--- config.mk ---
export PLATFORM = sky130hd
export DESIGN_NAME = prog_loader
export DESIGN_NICKNAME = d
export VERILOG_FILES = /design/src/rtl/prog_loader.sv
export SDC_FILE = /design/constraint.sdc
export NUM_CORES = 1
export LEC_CHECK = 0
export CORE_MARGIN = 10
export CORE_UTILIZATION = 47
export CTS_BUF_LIST = sky130_fd_sc_hd__clkbuf_4 sky130_fd_sc_hd__clkbuf_8
export DETAILED_ROUTE_END_ITERATION = 16
export PLACE_DENSITY = 0.74
export SYNTH_ARGS = -nofsm -noshare
export SYNTH_HDL_FRONTEND = slang
export SYNTH_SLANG_ARGS = --single-unit
export TNS_END_PERCENT = 30
--- constraint.sdc ---
create_clock -name clk_i -period 1.95 [get_ports clk_i]
set_input_delay 0.195 -clock clk_i [delete_from_list [all_inputs] [get_ports clk_i]]
set_output_delay 0.195 -clock clk_i [all_outputs]
set_load 0.05 [all_outputs]
--- src/rtl/prog_loader.sv ---
// SAP-1 program loader: streams an image into RAM, checks the trailing
// checksum, then hands RAM addressing to the CPU and releases its reset.
module prog_loader #(
  parameter int ADDR_W = 4,
  parameter int DATA_W = 8,
  parameter int DEPTH  = 16
) (
  input  logic              clk_i,
  input  logic              rst_i,
  input  logic              start_i,
  input  logic              byte_valid_i,
  input  logic [DATA_W-1:0] byte_data_i,
  output logic              byte_ready_o,
  input  logic [ADDR_W-1:0] cpu_addr_i,
  output logic [ADDR_W-1:0] ram_addr_o,
  output logic [DATA_W-1:0] ram_wdata_o,
  output logic              ram_we_o,
  output logic              cpu_rstn_o,
  output logic              busy_o,
  output logic              done_o,
  output logic              err_o
);

  typedef enum logic [2:0] {
    IDLE  = 3'd0,
    LOAD  = 3'd1,
    CHECK = 3'd2,
    RUN   = 3'd3,
    ERR   = 3'd4
  } state_t;

  // One extra count bit lets DEPTH == 2**ADDR_W be counted without wrapping.
  localparam logic [ADDR_W:0] LAST_IDX = (ADDR_W+1)'(DEPTH-1);

  state_t              state_q, state_d;
  logic [ADDR_W-1:0]   wr_addr_q, wr_addr_d;
  logic [DATA_W-1:0]   wr_data_q, wr_data_d;
  logic [ADDR_W:0]     cnt_q, cnt_d;
  logic [DATA_W-1:0]   sum_q, sum_d;
  logic                we_q, we_d;
  logic                hs;

  // Status outputs are pure decodes of the registered state.
  assign byte_ready_o = (state_q == LOAD) || (state_q == CHECK);
  assign busy_o       = (state_q == LOAD) || (state_q == CHECK);
  assign done_o       = (state_q == RUN);
  assign cpu_rstn_o   = (state_q == RUN);
  assign err_o        = (state_q == ERR);

  assign hs = byte_valid_i & byte_ready_o;

  // Only combinational input-to-output path: CPU owns the address in RUN.
  assign ram_addr_o  = (state_q == RUN) ? cpu_addr_i : wr_addr_q;
  assign ram_wdata_o = wr_data_q;
  assign ram_we_o    = we_q;

  always_comb begin
    state_d   = state_q;
    wr_addr_d = wr_addr_q;
    wr_data_d = wr_data_q;
    cnt_d     = cnt_q;
    sum_d     = sum_q;
    we_d      = 1'b0;
    case (state_q)
      IDLE, RUN, ERR: begin
        if (start_i) begin
          state_d = LOAD;
          cnt_d   = '0;
          sum_d   = '0;
        end
      end
      LOAD: begin
        if (hs) begin
          wr_data_d = byte_data_i;
          wr_addr_d = cnt_q[ADDR_W-1:0];
          we_d      = 1'b1;
          sum_d     = sum_q + byte_data_i;
          cnt_d     = cnt_q + 1'b1;
          if (cnt_q == LAST_IDX) begin
            state_d = CHECK;
          end
        end
      end
      CHECK: begin
        // The checksum byte is compared only; it is never written to RAM.
        if (hs) begin
          state_d = (byte_data_i == sum_q) ? RUN : ERR;
        end
      end
      default: begin
        state_d = IDLE;
      end
    endcase
  end

  always_ff @(posedge clk_i or posedge rst_i) begin
    if (rst_i) begin
      state_q   <= IDLE;
      wr_addr_q <= '0;
      wr_data_q <= '0;
      cnt_q     <= '0;
      sum_q     <= '0;
      we_q      <= 1'b0;
    end else begin
      state_q   <= state_d;
      wr_addr_q <= wr_addr_d;
      wr_data_q <= wr_data_d;
      cnt_q     <= cnt_d;
      sum_q     <= sum_d;
      we_q      <= we_d;
    end
  end

endmodule

# Word level (Yosys, flattened, before mapping)
# Cells that the tools add are included.
# word_totals
ram_bits	0
wordCells	41
in_bits	16
romBits	0
reg_bits	29
latch_bits	0
memories	0
output_inout_bits	18
# classes
eq_ne	10
addsub	2
mul	0
n_mux	15
shift	0
div_mod_pow	0
reduce_logical	7
n_bitwise	1
order_cmp	0
# op_table
cell	count
2-to-1 mux 8 bit	2
case mux 8 bit (2 select lines)	1
2-to-1 mux 3 bit	5
2-to-1 mux 5 bit	2
case mux 5 bit (2 select lines)	1
case mux 3 bit (3 select lines)	1
adder 8 bit	1
equality test 8 bit	1
equality test 3 x 2 -> 1 bit, second input constant	2
!= test 2 bit, second input constant	3
adder 5 x 1 -> 5 bit, second input constant	1
equality test 5 x 4 -> 1 bit, second input constant	1
2-to-1 mux 4 bit	1
AND reduction 4 bit	1
equality test 3 x 1 -> 1 bit, second input constant	1
equality test 3 bit, second input constant	1
logical NOT 3 bit	1
AND reduction 3 bit	1
OR reduction 3 bit	1
2-to-1 mux 1 bit	2
!= test 2 x 1 -> 1 bit, second input constant	1
AND reduction 2 bit	1
nonzero test 2 bit	1
AND 1 bit	1
logical OR 1 bit	1

# Longest topological paths before layout
# Gate-level depths: netlist of the first run.
# depth
ltp_word	5
depth_mapped	8
ltp_nobuf	7

# Least setup slack after synthesis of the first run
# OpenSTA, ideal clock, no wires.
# synth_timing
path_type	register to output
start	register state_q[1]
end	output byte_ready_o
required_time_ns	1.755
path_buffers	2
slack_ns	-0.071
stages_incl_launch_ff	6
t_arrival_ns	1.826
cell_sequence	dfrtp_1 -> buf_2 -> clkinv_1 -> nand2_1 -> a21oi_1 -> buf_4
# synth_via
elab_chain_cells	2
word_cells_on_any_way	3
cone_classes	eq/ne: 2; reduce/logical: 1
# synth_rtl
element	line	text
from (decl)	35	state_t state_q, state_d;
from (signal assigned)	105	state_q <= state_d;
equality test 3 x 1 -> 1 bit or equality test 3 x 2 -> 1 bit (tied branches)	-	
logical OR 1 bit *	-	
to (decl)	13	output logic byte_ready_o,
# Every way passes the cells marked *; elsewhere a longest branch is shown, timed or not.

# Final worst setup path of the first run
# layout_timing
start	register state_q[2]
end	output ram_addr_o[0]
# layout_via
elab_chain_cells	2
# layout_rtl
element	line	text
equality test 3 x 2 -> 1 bit	53	assign ram_addr_o = (state_q == RUN) ? cpu_addr_i : wr_addr_q;
2-to-1 mux 4 bit	53	
to (decl)	15	output logic [ADDR_W-1:0] ram_addr_o,
# No other way between the ends.

==> results of run 1 <==
==> layout by cell type (no fill, tap or decap), types with 2 or more instances in the layout <==
master           count
a21oi_1              5
a21oi_2              3
a22o_1               3
and3_1               2
buf_12               8
buf_4               21
clkbuf_4             5
clkbuf_8             2
clkdlybuf4s50_1     24
clkinv_2             2
dfrtp_1             28
ha_1                 7
inv_1                6
mux2_2               5
nand2_1             51
nand3_1              2
nand3_2              2
nand4_1              2
nor2_1               5
nor3_1               4
o211ai_1             2
o21ai_0              5
o21ai_1              7
xnor2_1              3
xor2_1               2
==> layout make-up <==
class                   instances  share of cell area
repair buffers                 53               0.241
multi-input cells             131               0.374
clock inverters                 1             0.00216
well taps                      46              0.0249
flip-flops and latches         29               0.314
clock buffers                   7              0.0281
inverters                       8              0.0152
==> worst max-delay path: cells and delay by family (launching register included) <==
family	cells	cell delay [ns]
DFF	1	0.45
and+or+nand+nor	2	0.43
muxes	1	0.36
buffers and inverters	1	0.15
==> registers in the layout, summed over array words and instances, names as in the netlist <==
| signal | cells |
|---|---|
| ram_wdata_o | 8 |
| wr_addr_q | 4 |
| sum_q | 8 |
| state_q | 3 |
| cnt_q | 5 |
| ram_we_o | 1 |
==> where the power goes <==
part	switching (µW)	total [µW]	internal, µW	leakage [µW]
Combinational	1420	2580	1160	0.000704
Clock	206	414	209	0.0000413
Sequential	198	1060	862	0.000355
==> worst min-delay path by stage <==
stage / startpoint / end / cells past startpoint
2_1_floorplan: rst_i / cnt_q[0] / 1
3_3_place_gp: wr_addr_q[2] / wr_addr_q[2] / 2
3_5_place_dp: wr_addr_q[1] / wr_addr_q[1] / 2
4_1_cts: rst_i / ram_wdata_o[1] / 3
5_1_grt: rst_i / ram_wdata_o[1] / 3
6_report: rst_i / ram_wdata_o[1] / 3
==> what timing repair did <==
action / 4_1_cts / 5_1_grt
buffers inserted: 0 / 2
hold buffers: 0 / 0
pin swaps: 0 / 1
endpoints found under the setup margin: 5 / 7
gates resized for setup: 1 / 12
==> cell usage after synthesis, types with 2 or more instances <==
cell type and instances:
nand2_1 52, dfrtp_1 29, ha_1 9, a21oi_1 7, o21ai_1 7, inv_1 6, mux2_2 5, nor2_1 5
o21ai_0 5, buf_2 4, nand3_1 4, nor3_1 4, a22o_1 3, xnor2_1 3, and3_1 2, buf_4 2
nand4_1 2, o211ai_1 2, xor2_1 2
==> metal layers <==
| metal | part of all wire | track usage |
|---|---|---|
| met4 | 0.0099 | 0.0376 |
| met3 | 0.049 | 0.0495 |
| met5 | 0 | 0 |
| met2 | 0.51 | 0.236 |
| met1 | 0.43 | 0.151 |
==> logic make-up (layout without fill, tap and decap cells) <==
logic type,after synthesis,in the layout
buf+inv,15,69
fa+ha+maj,10,10
simple gates,74,74
compound gates,37,37
mux,5,5
flops,29,29
xor+xnor,5,5
==> per-stage QoR <==
| stage | TNS (ns) | hold WS [ns] | setup WS, ns |
|---|---|---|---|
| 2_1_floorplan | 0 | 0.273 | 0.0904 |
| 3_3_place_gp | -0.696 | 0.454 | -0.209 |
| 3_5_place_dp | -0.965 | 0.467 | -0.279 |
| 4_1_cts | -0.0173 | 0.230 | -0.0173 |
| 5_1_grt | -0.103 | 0.265 | -0.0271 |
| 6_report | 0 | 0.227 | 0.0392 |
==> metrics.yaml, run 1 <==
synth_top_family_by_area: "simple AND/OR/NAND/NOR gates"
ir_drop_uv: 850
yosysTopAreaCell: "dfrtp_1"
synth.avg_cell_area_um2: 9.25
syn_inst: 175
grt_antenna_before_repair: 0
initial_core_util: 0.485
drc: 0
yosysTopAreaCellShare: 0.448
power_leakage_uw: 0.00110
p_total_uw: 4050
drive_gt1_frac: 0.266
endpoint: "ram_addr_o[0]"
utilization: 0.693
dpl_cell_area_mm2: 0.00218
synth_compound_area_frac: 0.165
final_cell_count_no_fill: 275
fin_area_mm2: 0.00231
critPathSlowestCell: "dfrtp_1"
cp_max_fo: 6
htree_num_levels: 2
crit_path_max_incr_delay_ns: 0.45
critPathCaptureType: "output pin"
setup_violations: 0
hp-class: "input port to async pin"
dpl.hpwl_um: 3030
critPathLaunchType: "flop"
synthTopCellsByArea: "dfrtp_1 45%, nand2_1 12%, ha_1 7.0%"
cts.path.max_buffers: 2
ys_ff_latch: 29
crit_chain: "and2b_2 > nand2_4 > mux2_2 > buf_12"
area_delta_synth_final_pct: 42.8
setup.worst_path.start: "state_q[2]"
synth_cell_types: 41
drt-vias-per-instance: 5.34
drt_iter0_markers: 47
synth_fa_ha_area_frac: 0.0819
clock-sinks: 29
place_congestion: 0.860
slew_viol_final: 0
ys_async_sr_fraction: 1.00
relSlewSlack: 0.653
synthSimpleGateAreaFrac: 0.196
hold_violations: 0
yosysWarnings: 0
fin_crit_sh: 0.980
grt_max_degree: 30
track_usage: 0.135
synth-edff-count: 0
fillers: 280
dp_cells: 265
fp.dieW_um: 78.7
max_freq_ghz: 0.523
status: "finished, final reports clean"
grt-ovfl-total: 0
numCtsBuffers: 5
muxShareOfSynthArea: 0.0348
seq_area_um2: 727
r2r_start: "sum_q[0]"
postRouteAntennaNets: 0
root_buffer: "clkbuf_4"
core-area_mm2: 0.00334
clock_latency_ns: 0.33
io-pin-count: 34
num_vias: 1468
grt_pass1_vias: 1487
drv_cap: 0
critical_path_required_ns: 1.75
cts.clk_slew.worst_paths_ns: 0.09
r2r_slack_ns: 0.05
arrival_ns: 1.72
portBuffers: 33
num_antenna_cells: 0
firstDrtPassIters: 4
min_period_ns: 1.91
synth_area_mm2: 0.00162
r2r-end: "sum_q[7]"
yosys.area_share.xor_xnor: 0.0270
dieHeight_um: 78.7
yosys_most_used_dff: "dfrtp_1"
synthesis.nets: 201
skew_ns: 0.00878
crit_type: "flop to output pin"
powerDensity_mw_per_mm2: 1750
num_rows: 21
wirelength_um: 3950
detail_route.wl_per_cell_um: 14.4
tightest_slew_ns: 0.519
yosysSeqAreaShare: 0.448
rsz0062_at_grt: "yes"
final_nets: 254
die-area_mm2: 0.00619
cts_tree: "built"
grt_pass1_wl_um: 6860
r2r_cells: 7
multi_input_area_um2: 865
Power figures use the tool's default switching activity.
==> run 2: changes to the inputs <==
PLACE_DENSITY = 0.77   (was 0.74)
==> run 2 against run 1 <==
Against the previous run:
- clock power is 30% higher
- routed wire length is 8.1% higher
- utilization is 0.38 points higher
- worst setup slack worse by 0.011 ns
- count of clock-buffer cells in the layout stayed put
- cell count stayed put
- register-to-register slack worse by 0.02 ns
- critical path depth is 2 higher
- sequential cell count stayed put
- hold slack worse by 0.011 ns
- cell area is 0.54% higher
- maximum frequency is 0.57% lower
==> metrics.yaml, run 2 (synthesis results as in run 1) <==
wirelength_um: 4270
whs_ns: 0.217
clock_latency_ns: 0.34
fin_area_mm2: 0.00232
initial_core_util: 0.485
crit_type: "flop to flop"
skew_ns: 0.0112
drv_cap: 0
max_freq_ghz: 0.520
grt_max_degree: 30
tightest_slew_ns: 0.521
status: "finished, final reports clean"
clock-sinks: 29
area_delta_synth_final_pct: 43.6
grt_pass1_vias: 1561
setup_violations: 0
detail_route.wl_per_cell_um: 15.5
cts.path.max_buffers: 2
cpLargestDelayFamily: "simple AND/OR/NAND/NOR gates"
drt_iter0_markers: 53
critPathLaunchType: "flop"
layout_setup_ws_ns: 0.0283
fp.dieW_um: 78.7
final_common_cell: "nand2_1"
relSlewSlack: 0.651
fin_crit_sh: 0.986
path_buf_inv: 0
hold_violations: 0
grt_antenna_before_repair: 0
critPathCaptureType: "flop"
hp-class: "input port to async pin"
die-area_mm2: 0.00619
num_antenna_cells: 0
num_rows: 21
cts.clk_slew.worst_paths_ns: 0.10
num_vias: 1461
arrival_ns: 2.20
root_buffer: "clkbuf_4"
track_usage: 0.140
dpl_cell_area_mm2: 0.00218
postRouteAntennaNets: 0
critical_path_required_ns: 2.23
dieHeight_um: 78.7
critPathSlowestCell: "or4_1"
slew_viol_final: 0
rsz0062_at_grt: "yes"
io-pin-count: 34
place_congestion: 0.884
final_cell_mix: "51 x nand2_1, 28 x dfrtp_1, 24 x clkdlybuf4s50_1, 21 x buf_4, 8 x buf_12"
cp_max_fo: 4
grt_pass1_wl_um: 7000
core-area_mm2: 0.00334
grt-ovfl-total: 0
crit_path_max_incr_delay_ns: 0.46
cts_tree: "built"
powerDensity_mw_per_mm2: 1810
drc: 0
crit_chain: "ha_1 > a21oi_2 > o21ai_0 > and3_4 > or4_1 > nand3_1"
portBuffers: 33
drt-vias-per-instance: 5.31
ir_drop_uv: 958
htree_num_levels: 2
final_nets: 254
drive_gt1_frac: 0.253
dp_slack_ns: -0.298
numCtsBuffers: 5
power_leakage_uw: 0.00110
firstDrtPassIters: 4
dpl.hpwl_um: 3260
min_period_ns: 1.92
-- run 2: timing repair --
item / CTS / global route
buffers inserted: 0 / 2
setup endpoints to repair: 5 / 8
hold buffers: 0 / 0
gates resized for setup: 2 / 8
pin swaps: 0 / 3
-- run 2: report_power, final --
group	internal (µW)	total, µW	switching, µW	leakage [µW]
clock network	320	539	219	0.0000489
registers	862	1060	195	0.000355
logic	1150	2610	1460	0.000695
-- run 2: metrics by stage --
stage / power, µW / util / cells / TNS [ns]
3_5_place_dp: 3570 / 0.652 / 265 / -0.939
6_report: 4200 / 0.697 / 275 / 0
3_3_place_gp: 3450 / 0.652 / 265 / -0.665
5_1_grt: 4470 / 0.697 / 275 / -0.0412
4_1_cts: 4130 / 0.681 / 273 / 0
2_1_floorplan: 2610 / - / 175 / 0
-- run 2: cell type report --
cell class	instances	area (µm²)
Fill cell	261	1010
Multi-Input combinational cell	131	863
Sequential cell	29	727
Timing Repair Buffer	53	558
Clock buffer	7	58.8
Tap cell	46	57.6
Clock inverter	1	30.0
Inverter	8	30.0
-- run 2: tightest hold or removal path, stage by stage --
cell and delay, ns:
clkdlybuf4s50_1 0.39, inv_1 0.05, buf_4 0.34
-- run 2: metal layers --
metal,part of all wire,up-vias,track usage
met1,0.42,703,0.152
met2,0.51,39,0.240
met3,0.050,10,0.0518
li1,-,709,-
met4,0.022,0,0.0609
met5,0,-,0
-- run 2: final timing paths --
path | startpoint | to | slack, ns | cells past startpoint
setup / recovery | sum_q[6] | sum_q[7] | 0.03 | 6
hold / removal | rst_i | ram_wdata_o[1] | 0.22 | 3
setup reg to reg | sum_q[6] | sum_q[7] | 0.03 | 6
hold reg to reg | ram_wdata_o[7] | ram_wdata_o[7] | 0.48 | 2
max in group asynchronous | rst_i | state_q[2] | 1.43 | 3
min in group clk_i | byte_data_i[4] | ram_wdata_o[4] | 0.43 | 3
==> run 3: changes to the inputs <==
CAP_MARGIN = 20   (was not set)
==> results of run 3 <==
Same layout as run 2: the final DEF is identical, and so are final timing and power.
